===== src/rtl/dac_spi_writer.sv =====
// SPI writer for a 12-bit MCP4921-style DAC: sends {CONFIG, value} MSB first, then pulses LDAC.
// A one-deep pending buffer holds a value that arrives while a frame is in flight.
module dac_spi_writer #(
    parameter int          HALF   = 5,
    parameter logic [3:0]  CONFIG = 4'b0011
) (
    input  logic        clk,
    input  logic        rst,
    input  logic        set,
    input  logic [11:0] value,
    output logic        busy,
    output logic        done,
    output logic        overrun,
    output logic        cs_n,
    output logic        sclk,
    output logic        mosi,
    output logic        ldac_n
);

    localparam int            TW    = (HALF > 1) ? $clog2(HALF) : 1;
    localparam logic [TW-1:0] TLAST = TW'(HALF - 1);

    typedef enum logic [2:0] {
        IDLE,
        SETUP,
        HIGH,
        LOW,
        LATCH,
        DONE
    } state_t;

    state_t        state, state_n;
    logic [TW-1:0] timer, timer_n;
    logic [3:0]    bitcnt, bitcnt_n;
    logic [15:0]   shreg, shreg_n;
    logic [11:0]   pend, pend_n;
    logic          pend_vld, pend_vld_n;
    logic          phase_end;

    logic busy_d, done_d, overrun_d, cs_n_d, sclk_d, mosi_d, ldac_n_d;

    assign phase_end = (timer == TLAST);

    always_comb begin
        state_n    = state;
        timer_n    = '0;
        bitcnt_n   = bitcnt;
        shreg_n    = shreg;
        pend_n     = pend;
        pend_vld_n = pend_vld;
        overrun_d  = set && pend_vld;

        case (state)
            IDLE: begin
                bitcnt_n = '0;
                if (set) begin
                    // A fresh strobe beats a stale pending value.
                    shreg_n    = {CONFIG, value};
                    pend_vld_n = 1'b0;
                    state_n    = SETUP;
                end else if (pend_vld) begin
                    shreg_n    = {CONFIG, pend};
                    pend_vld_n = 1'b0;
                    state_n    = SETUP;
                end
            end
            SETUP: begin
                timer_n = phase_end ? '0 : timer + 1'b1;
                if (phase_end) state_n = HIGH;
            end
            HIGH: begin
                timer_n = phase_end ? '0 : timer + 1'b1;
                if (phase_end) begin
                    state_n = LOW;
                    shreg_n = {shreg[14:0], 1'b0};
                end
            end
            LOW: begin
                timer_n = phase_end ? '0 : timer + 1'b1;
                if (phase_end) begin
                    if (bitcnt == 4'd15) begin
                        state_n = LATCH;
                    end else begin
                        state_n  = HIGH;
                        bitcnt_n = bitcnt + 4'd1;
                    end
                end
            end
            LATCH: begin
                timer_n = phase_end ? '0 : timer + 1'b1;
                if (phase_end) state_n = DONE;
            end
            DONE: begin
                state_n = IDLE;
            end
            default: begin
                state_n = IDLE;
            end
        endcase

        if (state != IDLE && set) begin
            pend_n     = value;
            pend_vld_n = 1'b1;
        end

        // Outputs are decoded from the next state so they leave the flops aligned with it.
        busy_d   = (state_n != IDLE);
        done_d   = (state_n == DONE);
        cs_n_d   = !(state_n == SETUP || state_n == HIGH || state_n == LOW);
        sclk_d   = (state_n == HIGH);
        mosi_d   = !cs_n_d && shreg_n[15];
        ldac_n_d = (state_n != LATCH);
    end

    always_ff @(posedge clk or posedge rst) begin
        if (rst) begin
            state    <= IDLE;
            timer    <= '0;
            bitcnt   <= '0;
            shreg    <= '0;
            pend     <= '0;
            pend_vld <= 1'b0;
            busy     <= 1'b0;
            done     <= 1'b0;
            overrun  <= 1'b0;
            cs_n     <= 1'b1;
            sclk     <= 1'b0;
            mosi     <= 1'b0;
            ldac_n   <= 1'b1;
        end else begin
            state    <= state_n;
            timer    <= timer_n;
            bitcnt   <= bitcnt_n;
            shreg    <= shreg_n;
            pend     <= pend_n;
            pend_vld <= pend_vld_n;
            busy     <= busy_d;
            done     <= done_d;
            overrun  <= overrun_d;
            cs_n     <= cs_n_d;
            sclk     <= sclk_d;
            mosi     <= mosi_d;
            ldac_n   <= ldac_n_d;
        end
    end

endmodule


===== config.mk =====
export PLATFORM = sky130hd
export DESIGN_NAME = dac_spi_writer
export DESIGN_NICKNAME = d
export VERILOG_FILES = /design/src/rtl/dac_spi_writer.sv
export SDC_FILE = /design/constraint.sdc
export NUM_CORES = 1
export LEC_CHECK = 0
export ABC_AREA = 1
export CAP_MARGIN = 25
export CELL_PAD_IN_SITES_DETAIL_PLACEMENT = 1
export CELL_PAD_IN_SITES_GLOBAL_PLACEMENT = 1
export CORE_AREA = 2 2 91 93
export DETAILED_ROUTE_END_ITERATION = 8
export DIE_AREA = 0 0 93 95
export HOLD_SLACK_MARGIN = 0.15
export PLACE_DENSITY_LB_ADDON = 0.08
export SYNTH_ARGS = -nofsm -noshare
export SYNTH_HDL_FRONTEND = slang
export SYNTH_SLANG_ARGS = --single-unit

===== constraint.sdc =====
create_clock -name clk -period 1.5 [get_ports clk]
set_clock_uncertainty 0.05 [all_clocks]
set_input_delay 0.15 -clock clk [delete_from_list [all_inputs] [get_ports clk]]
set_output_delay 0.15 -clock clk [all_outputs]
set_load 0.03 [all_outputs]

==> qor.txt, run 1 <==
CP Buf/Inv Count: 1
Syn_area_per_cell: 8.93 sq um
Internal power: 1.85 mW
Post-synthesis sequential area ratio: 0.519
CTS Root Cell: clkbuf_8
Mapped Cells: 249
Max-cap violations: 0
Number of enable flip-flop cells after synthesis: 0
Psw: 0.545 mW
Area added between synthesis and finish: 27.2%
Diodes inserted: 0
RSZ-0062 raised after global routing: no
Max-slew violations: 0
Power per cell area: 847 nW/um^2
Maximum fanout along the worst path: 1
Initial antenna violation count: 0
Biggest area consumer among synthesized cells: dfrtp_1
Final setup violation count: 0
Non-Filler Instances: 391
Pre-antenna DRT Iters: 4
Clk buf depth: 2
Fin crit share: 0.933
Synth top area cells: dfrtp_1 (50%), nand2_1 (11%), inv_1 (5.4%)
Min Hold Slack: 0.154 ns
Final-report hold violation count: 0
Final min period: 1.40 ns
Cell with the most instances after synthesis: nand2_1
Crit Path Class: reg -> out
Die Span Y: 95 um
Starting density of the core: 0.280
Share of post-route cells with drive strength above 1: 0.231
Max incr delay on CP: 0.52 ns
Status: complete, no violations
Seq pwr share: 0.535
Critical Path AT: 1.20 ns
Largest net degree at the start of global routing: 47
Final WL: 4770 um
Leakage power: 1.37 nW
# port buffers: 21
H-tree levels: 2
First-pass GRT wire length: 8470 um
Synth top area share: 0.495
DRT iter0 DRCs: 28
Nets: 303
DR vias: 1,727
Max Freq: 715 MHz
Sw frac: 0.227
CP delay by family, top: flip-flops
Synth async-reset ratio: 1.00
HP Class: in -> async
Worst skew pair latency: 0.30 ns
DP HPWL: 3360 um
Dpl cells: 380
Die area: 8840 sq um
Vias in the first global route: 1,763
Crit end category: output pin
Number of top-level pins: 22
Max-Slew Margin vs Limit: 0.786
Core area: 7930 sq um
Final Core Density: 0.357
Peak supply drop: 0.333 mV
Site Rows: 33
Synth Register Bits: 46
Post-synth cell types: 28
DR WL/cell: 12.2 um
Crit-path slowest cell: dfstp_2
Actual slew at the worst max-slew pin: 0.321 ns
Post-Syn Area: 2220 sq um
Vias per cell: 4.42
TritonCTS buffer count: 5
Post-Synthesis Net Count: 267
Startpoint Class: register
# DRC: 0
Clk sinks: 46
CP Data Required Time: 1.30 ns
Comb power frac: 0.075
TritonCTS clock tree: built
Overflow after GRT: 0
DIE WIDTH: 93 um
Synth cell count leaders: nand2_1 (67), dfrtp_1 (44), inv_1 (32)
CTS clock-pin slew for the worst setup and hold paths: 0.09 ns
GPL Wtd Cong: 0.701
Top_reg_cell synth: dfrtp_1
Clk pwr share: 0.389
Critical path, cell by cell: dlygate4sd2_1
Sum Neg Setup Slack: 0 ns
Antenna Nets Post-Route: 0
Synth warn: 0
Tot GR Track Use: 0.121
## metal layers
layer  vias up  wire [um]  GRT usage
met2        27       2250      0.202
met1       827       2300      0.159
met5         -          0          0
li1        867          -          -
met3         6        159     0.0271
met4         0         62     0.0368
## power by group through the flow
stage / Clock (mW) / Sequential [mW] / Combinational, mW
after floorplan: 0 / 1.31 / 0.105
after global placement: 0 / 1.31 / 0.186
after detailed placement: 0 / 1.31 / 0.188
after CTS: 0.970 / 1.28 / 0.187
after global routing: 1.03 / 1.29 / 0.208
final: 0.933 / 1.28 / 0.180
## worst reg2reg max path, delay by kind of cell, from the launching register on
family | cells | cell delay, ns
adder cells (fa/ha/maj) | 1 | 0.16
buffers and inverters | 2 | 0.10
flip-flops | 1 | 0.36
AND/OR/NAND/NOR | 7 | 0.64
## path summary, 6_finish.rpt
path                                           start              endpoint  slack (ns)  cells after the start
worst min-delay path                             rst   pend[1]$_DFFE_PP0P_        0.15                      3
worst max register to register    timer[1]$_DFF_PP0_        mosi$_DFF_PP0_        0.11                     10
min in group clk                            value[3]   pend[3]$_DFFE_PP0P_        0.36                      3
max in group asynchronous                        rst      ldac_n$_DFF_PP1_        0.98                      3
worst max-delay path                  cs_n$_DFF_PP1_                  cs_n        0.10                      1
worst min register to register  shreg[0]$_DFFE_PP0P_  shreg[0]$_DFFE_PP0P_        0.44                      2
## registers in the layout (all words and copies together) (netlist names)
register / count
shreg: 16
pend: 12
bitcnt: 4
state: 3
timer: 3
busy: 1
cs_n: 1
done: 1
ldac_n: 1
mosi: 1
overrun: 1
pend_vld: 1
sclk: 1
## what timing repair did
action | 4_1_cts | 5_1_grt
pin swaps | 1 | 7
endpoints found under the setup margin | 21 | 26
hold endpoints to repair | 0 | 0
buffers inserted | 1 | 2
resized for setup | 7 | 22
hold buffers | 0 | 0
## kinds of logic (layout without fill, tap and decap cells)
logic type | count (synthesis) | after routing | synth area share
compound gates | 44 | 44 | 0.131
fa+ha+maj | 3 | 3 | 0.0169
flops | 46 | 46 | 0.519
buf+inv | 45 | 82 | 0.0945
simple gates | 109 | 109 | 0.231
xor+xnor | 2 | 2 | 0.00788
## stage by stage
step | power (mW) | instance area (sq um) | worst slack (ns)
3_3_place_gp | 1.49 | 2630 | -0.184
4_1_cts | 2.44 | 2750 | 0.00209
5_1_grt | 2.52 | 2830 | 0.00372
6_report | 2.40 | 2830 | 0.101
3_5_place_dp | 1.50 | 2630 | -0.124
2_1_floorplan | 1.41 | 2220 | 0.0597
## cells in the final DEF, fill, tap and decap left out, types with 2 or more instances in the layout
master	synthesis	routed
o21ai_0	14	12
clkdlybuf4s50_1	0	14
nand3_1	20	20
dfrtp_1	44	42
o21ai_1	4	5
dfrtp_2	0	2
a22oi_1	9	9
inv_2	4	5
nand2_2	3	5
dlygate4sd2_1	0	3
nor3_1	2	2
clkbuf_8	0	5
nor2_4	3	4
nor2_1	6	6
dlymetal6s2s_1	0	4
nor2_2	3	2
nand2_4	2	3
o21ai_2	11	12
inv_4	1	3
inv_1	32	28
a21oi_1	3	3
buf_4	0	13
nand2_1	67	64
o211ai_1	3	3
dfstp_2	2	2
ha_4	0	2
buf_12	0	3
## cell type report
type                    count  area [sq um]
fillers                   940          5100
inverters                  37           151
clock buffers               6          72.6
well taps                 105           131
flip-flops and latches     46          1160
repair buffers             37           374
clock inverters             2          37.5
multi-input cells         158           906
Note: power is estimated with default switching activity, not from simulation.
==> inputs of run 2 (changes only) <==
--- a/config.mk
+++ b/config.mk
@@ -5,7 +5,6 @@
 export SDC_FILE = /design/constraint.sdc
 export NUM_CORES = 1
 export LEC_CHECK = 0
-export ABC_AREA = 1
 export CAP_MARGIN = 25
 export CELL_PAD_IN_SITES_DETAIL_PLACEMENT = 1
 export CELL_PAD_IN_SITES_GLOBAL_PLACEMENT = 1
@@ -14,6 +13,7 @@
 export DIE_AREA = 0 0 93 95
 export HOLD_SLACK_MARGIN = 0.15
 export PLACE_DENSITY_LB_ADDON = 0.08
+export SLEW_MARGIN = 20
 export SYNTH_ARGS = -nofsm -noshare
 export SYNTH_HDL_FRONTEND = slang
 export SYNTH_SLANG_ARGS = --single-unit
==> run 2 against run 1 <==
  * The run now ends with setup timing left
  * Via count is 2.8% higher
  * Worst setup slack got worse by 0.18 ns
  * Sequential power up 51%
  * Count of clock-buffer cells in the layout increased by 1
  * Worst hold slack worse by 0.0049 ns
  * Highest routed layer unchanged
  * Utilization rose by 2.3 points
  * Non-clock buffer count grew 21
  * First-iteration DRC count rose by 89%
  * Die area is the same
  * Sequential cell count is the same
  * Critical path depth rose by 5
==> qor.txt, run 2 <==
Status: finished, violations left
Failing checks: setup timing
Final setup violation count: 22 (+22)
Critical Path AT: 1.70 ns (+0.50 ns)
Syn_area_per_cell: 11.1 sq um (+24%)
Synth cell count leaders: dfrtp_1 (44), nand2_1 (17), a21oi_1 (15)
Post-CTS Hold Buffers: 0 (unchanged)
Max-Slew Margin vs Limit: 0.758 (-0.0274)
DP HPWL: 3990 um (+19%)
Actual slew at the worst max-slew pin: 0.359 ns (+0.0379 ns)
Most common cell after layout, fill and taps aside: dfrtp_1
DIE WIDTH: 93 um (unchanged)
First-pass GRT wire length: 9850 um (+16%)
Largest net degree at the start of global routing: 47 (unchanged)
Synth Register Bits: 46 (unchanged)
Leakage power: 1.35 nW (-1.2%)
Post-Syn Area: 2230 sq um (+0.45%)
Final Power: 4.77 mW (+99%)
Crit Path Class: reg -> reg
Post-Place Setup Slack: -0.208 ns (-0.0835 ns)
Max reg flops: 16 (unchanged)
Worst r2r dst: shreg[3]$_DFFE_PP0P_
Final WL: 5970 um (+25%)
Dpl cells: 339 (-11%)
Biggest area consumer among synthesized cells: dfrtp_1
Fin crit share: 1.05 (+0.118)
Commonest non-fill, non-tap cells in the layout: dfrtp_1 (44), buf_4 (29), nand2_1 (17), a21oi_1 (15), clkdlybuf4s50_1 (14)
Peak supply drop: 0.581 mV (+75%)
Worst r2r src: timer[1]$_DFF_PP0_
Antenna Nets Post-Route: 0 (unchanged)
Largest reg by FF count: shreg
Max-slew violations: 0 (unchanged)
CP startpoint: timer[1]$_DFF_PP0_
Die area: 8840 sq um (unchanged)
Startpoint Class: register
CP Data Required Time: 1.63 ns (+0.33 ns)
Vias in the first global route: 1,892 (+7.3%)
CTS Root Cell: clkbuf_8
TritonCTS clock tree: built
H-tree levels: 2 (unchanged)
Synth async-reset ratio: 1.00 (unchanged)
Number of enable flip-flop cells after synthesis: 0 (unchanged)
Synth top area cells: dfrtp_1 (49%), mux2_4 (6.7%), a221o_1 (5.4%)
# DRC: 0 (unchanged)
Pre-antenna DRT Iters: 4 (unchanged)
Cell with the most instances after synthesis: dfrtp_1
Flop-to-flop setup slack: -0.08 ns (-0.19 ns)
Synth top area share: 0.493 (-0.00222)
Sum Neg Setup Slack: -0.725 ns (-0.725 ns)
Nets: 270 (-11%)
Max-cap violations: 0 (unchanged)
Biggest regs: shreg x16, pend x12, bitcnt x4
Clk buf depth: 2 (unchanged)
Final WS setup: -0.0752 ns (-0.176 ns)
Max Freq: 635 MHz (-11%)
Final-report hold violation count: 0 (unchanged)
Share of post-route cells with drive strength above 1: 0.306 (+0.0748)
Synth warn: 0 (unchanged)
Power per cell area: 1590 nW/um^2 (+87%)
Starting density of the core: 0.282 (+0.00126)
Overflow after GRT: 0 (unchanged)
Core area: 7930 sq um (unchanged)
Post-Synthesis Net Count: 219 (-18%)
Site Rows: 33 (unchanged)
Worst skew pair latency: 0.30 ns (about the same)
RSZ-0062 raised after global routing: yes
Clk sinks: 46 (unchanged)
Tot GR Track Use: 0.143 (+0.0218)
Number of top-level pins: 22 (unchanged)
Maximum fanout along the worst path: 13 (+12)
DR WL/cell: 16.7 um (+37%)
Post-synth cell types: 43 (+54%)
Post-synthesis sequential area ratio: 0.517 (-0.00233)
TritonCTS buffer count: 5 (unchanged)
Die Span Y: 95 um (unchanged)
Diodes inserted: 0 (unchanged)
Final min period: 1.58 ns (+0.176 ns)
Mapped Cells: 201 (-19%)
Crit end category: register
DR vias: 1,776 (+2.8%)
GPL Wtd Cong: 0.751 (+7.2%)
Initial antenna violation count: 0 (unchanged)
Top_reg_cell synth: dfrtp_1
CTS clock-pin slew for the worst setup and hold paths: 0.09 ns (about the same)
Area added between synthesis and finish: 34.7%
HP Class: in -> async
Min Hold Slack: 0.149 ns (-0.00489 ns)
DRT iter0 DRCs: 53 (+89%)
# port buffers: 21 (unchanged)
Non-Filler Instances: 357 (-8.7%)
Vias per cell: 4.97 (+13%)
Worst R2R Path Depth: 6 (-4)
-- run 2: cell types whose count changed after synthesis, moves of 10 or more --
cell	change
nand3b_1	+11
o21ai_2	-11
nand2_1	-50
a221o_1	+12
mux2_4	+10
inv_1	-25
a21oi_1	+12
-- run 2: stage by stage --
stage / utilization / area [sq um]
finish: 0.379 / 3010
global route: 0.379 / 3010
CTS: 0.365 / 2900
detailed placement: 0.343 / 2720
global placement: 0.343 / 2720
floorplan: - / 2240
-- run 2: layout make-up --
class	count	area [sq um]
Clock buffer	7	76.3
Inverter	7	26.3
Timing Repair Buffer	58	556
Tap cell	105	131
Fill cell	907	4920
Sequential cell	46	1150
Multi-Input combinational cell	134	1060
-- run 2: worst max-delay path by stage --
stage	end	cells after the start	slack [ns]
floorplan	pend[0]$_DFFE_PP0P_	6	-0.10
global placement	pend[10]$_DFFE_PP0P_	4	-0.12
detailed placement	bitcnt[2]$_DFFE_PP0P_	6	-0.21
CTS	shreg[6]$_DFFE_PP0P_	6	-0.11
global route	shreg[3]$_DFFE_PP0P_	6	-0.14
finish	shreg[3]$_DFFE_PP0P_	6	-0.08
-- run 2: logic make-up (layout without fill, tap and decap cells) --
| group | Yosys count | in the layout | share of synthesized area |
|---|---|---|---|
| buf+inv | 21 | 72 | 0.0538 |
| simple gates | 69 | 69 | 0.175 |
| flops | 46 | 46 | 0.517 |
| fa+ha+maj | 3 | 3 | 0.0168 |
| mux | 13 | 13 | 0.0818 |
| compound gates | 49 | 49 | 0.156 |
-- run 2: worst max-delay path, cell delays in order, from the launching register on --
cell and delay [ns]:
dfrtp_1 0.40, inv_2 0.07, ha_4 0.14, and4b_2 0.23, a22oi_2 0.09, buf_12 0.15
a221o_1 0.31
-- run 2: layer usage --
metal / vias up / GRT usage / part of all wire / wire length, um
met5: - / 0 / 0 / 0
met4: 0 / 0.0466 / 0.014 / 82
met3: 9 / 0.0311 / 0.026 / 156
met2: 21 / 0.225 / 0.47 / 2780
met1: 905 / 0.197 / 0.49 / 2950
li1: 841 / - / - / -
-- run 2: report_power, final --
group / switching (mW) / total (mW) / leakage, nW / internal [mW]
combinational: 1.01 / 2.11 / 0.753 / 1.09
sequential: 0.270 / 1.93 / 0.559 / 1.66
clock: 0.410 / 0.732 / 0.0383 / 0.322
-- run 2: timing repair --
action,CTS,global route
buffers inserted,6,6
pin swaps,3,4
setup endpoints to repair,36,36
resized for setup,17,15
cloned,0,0
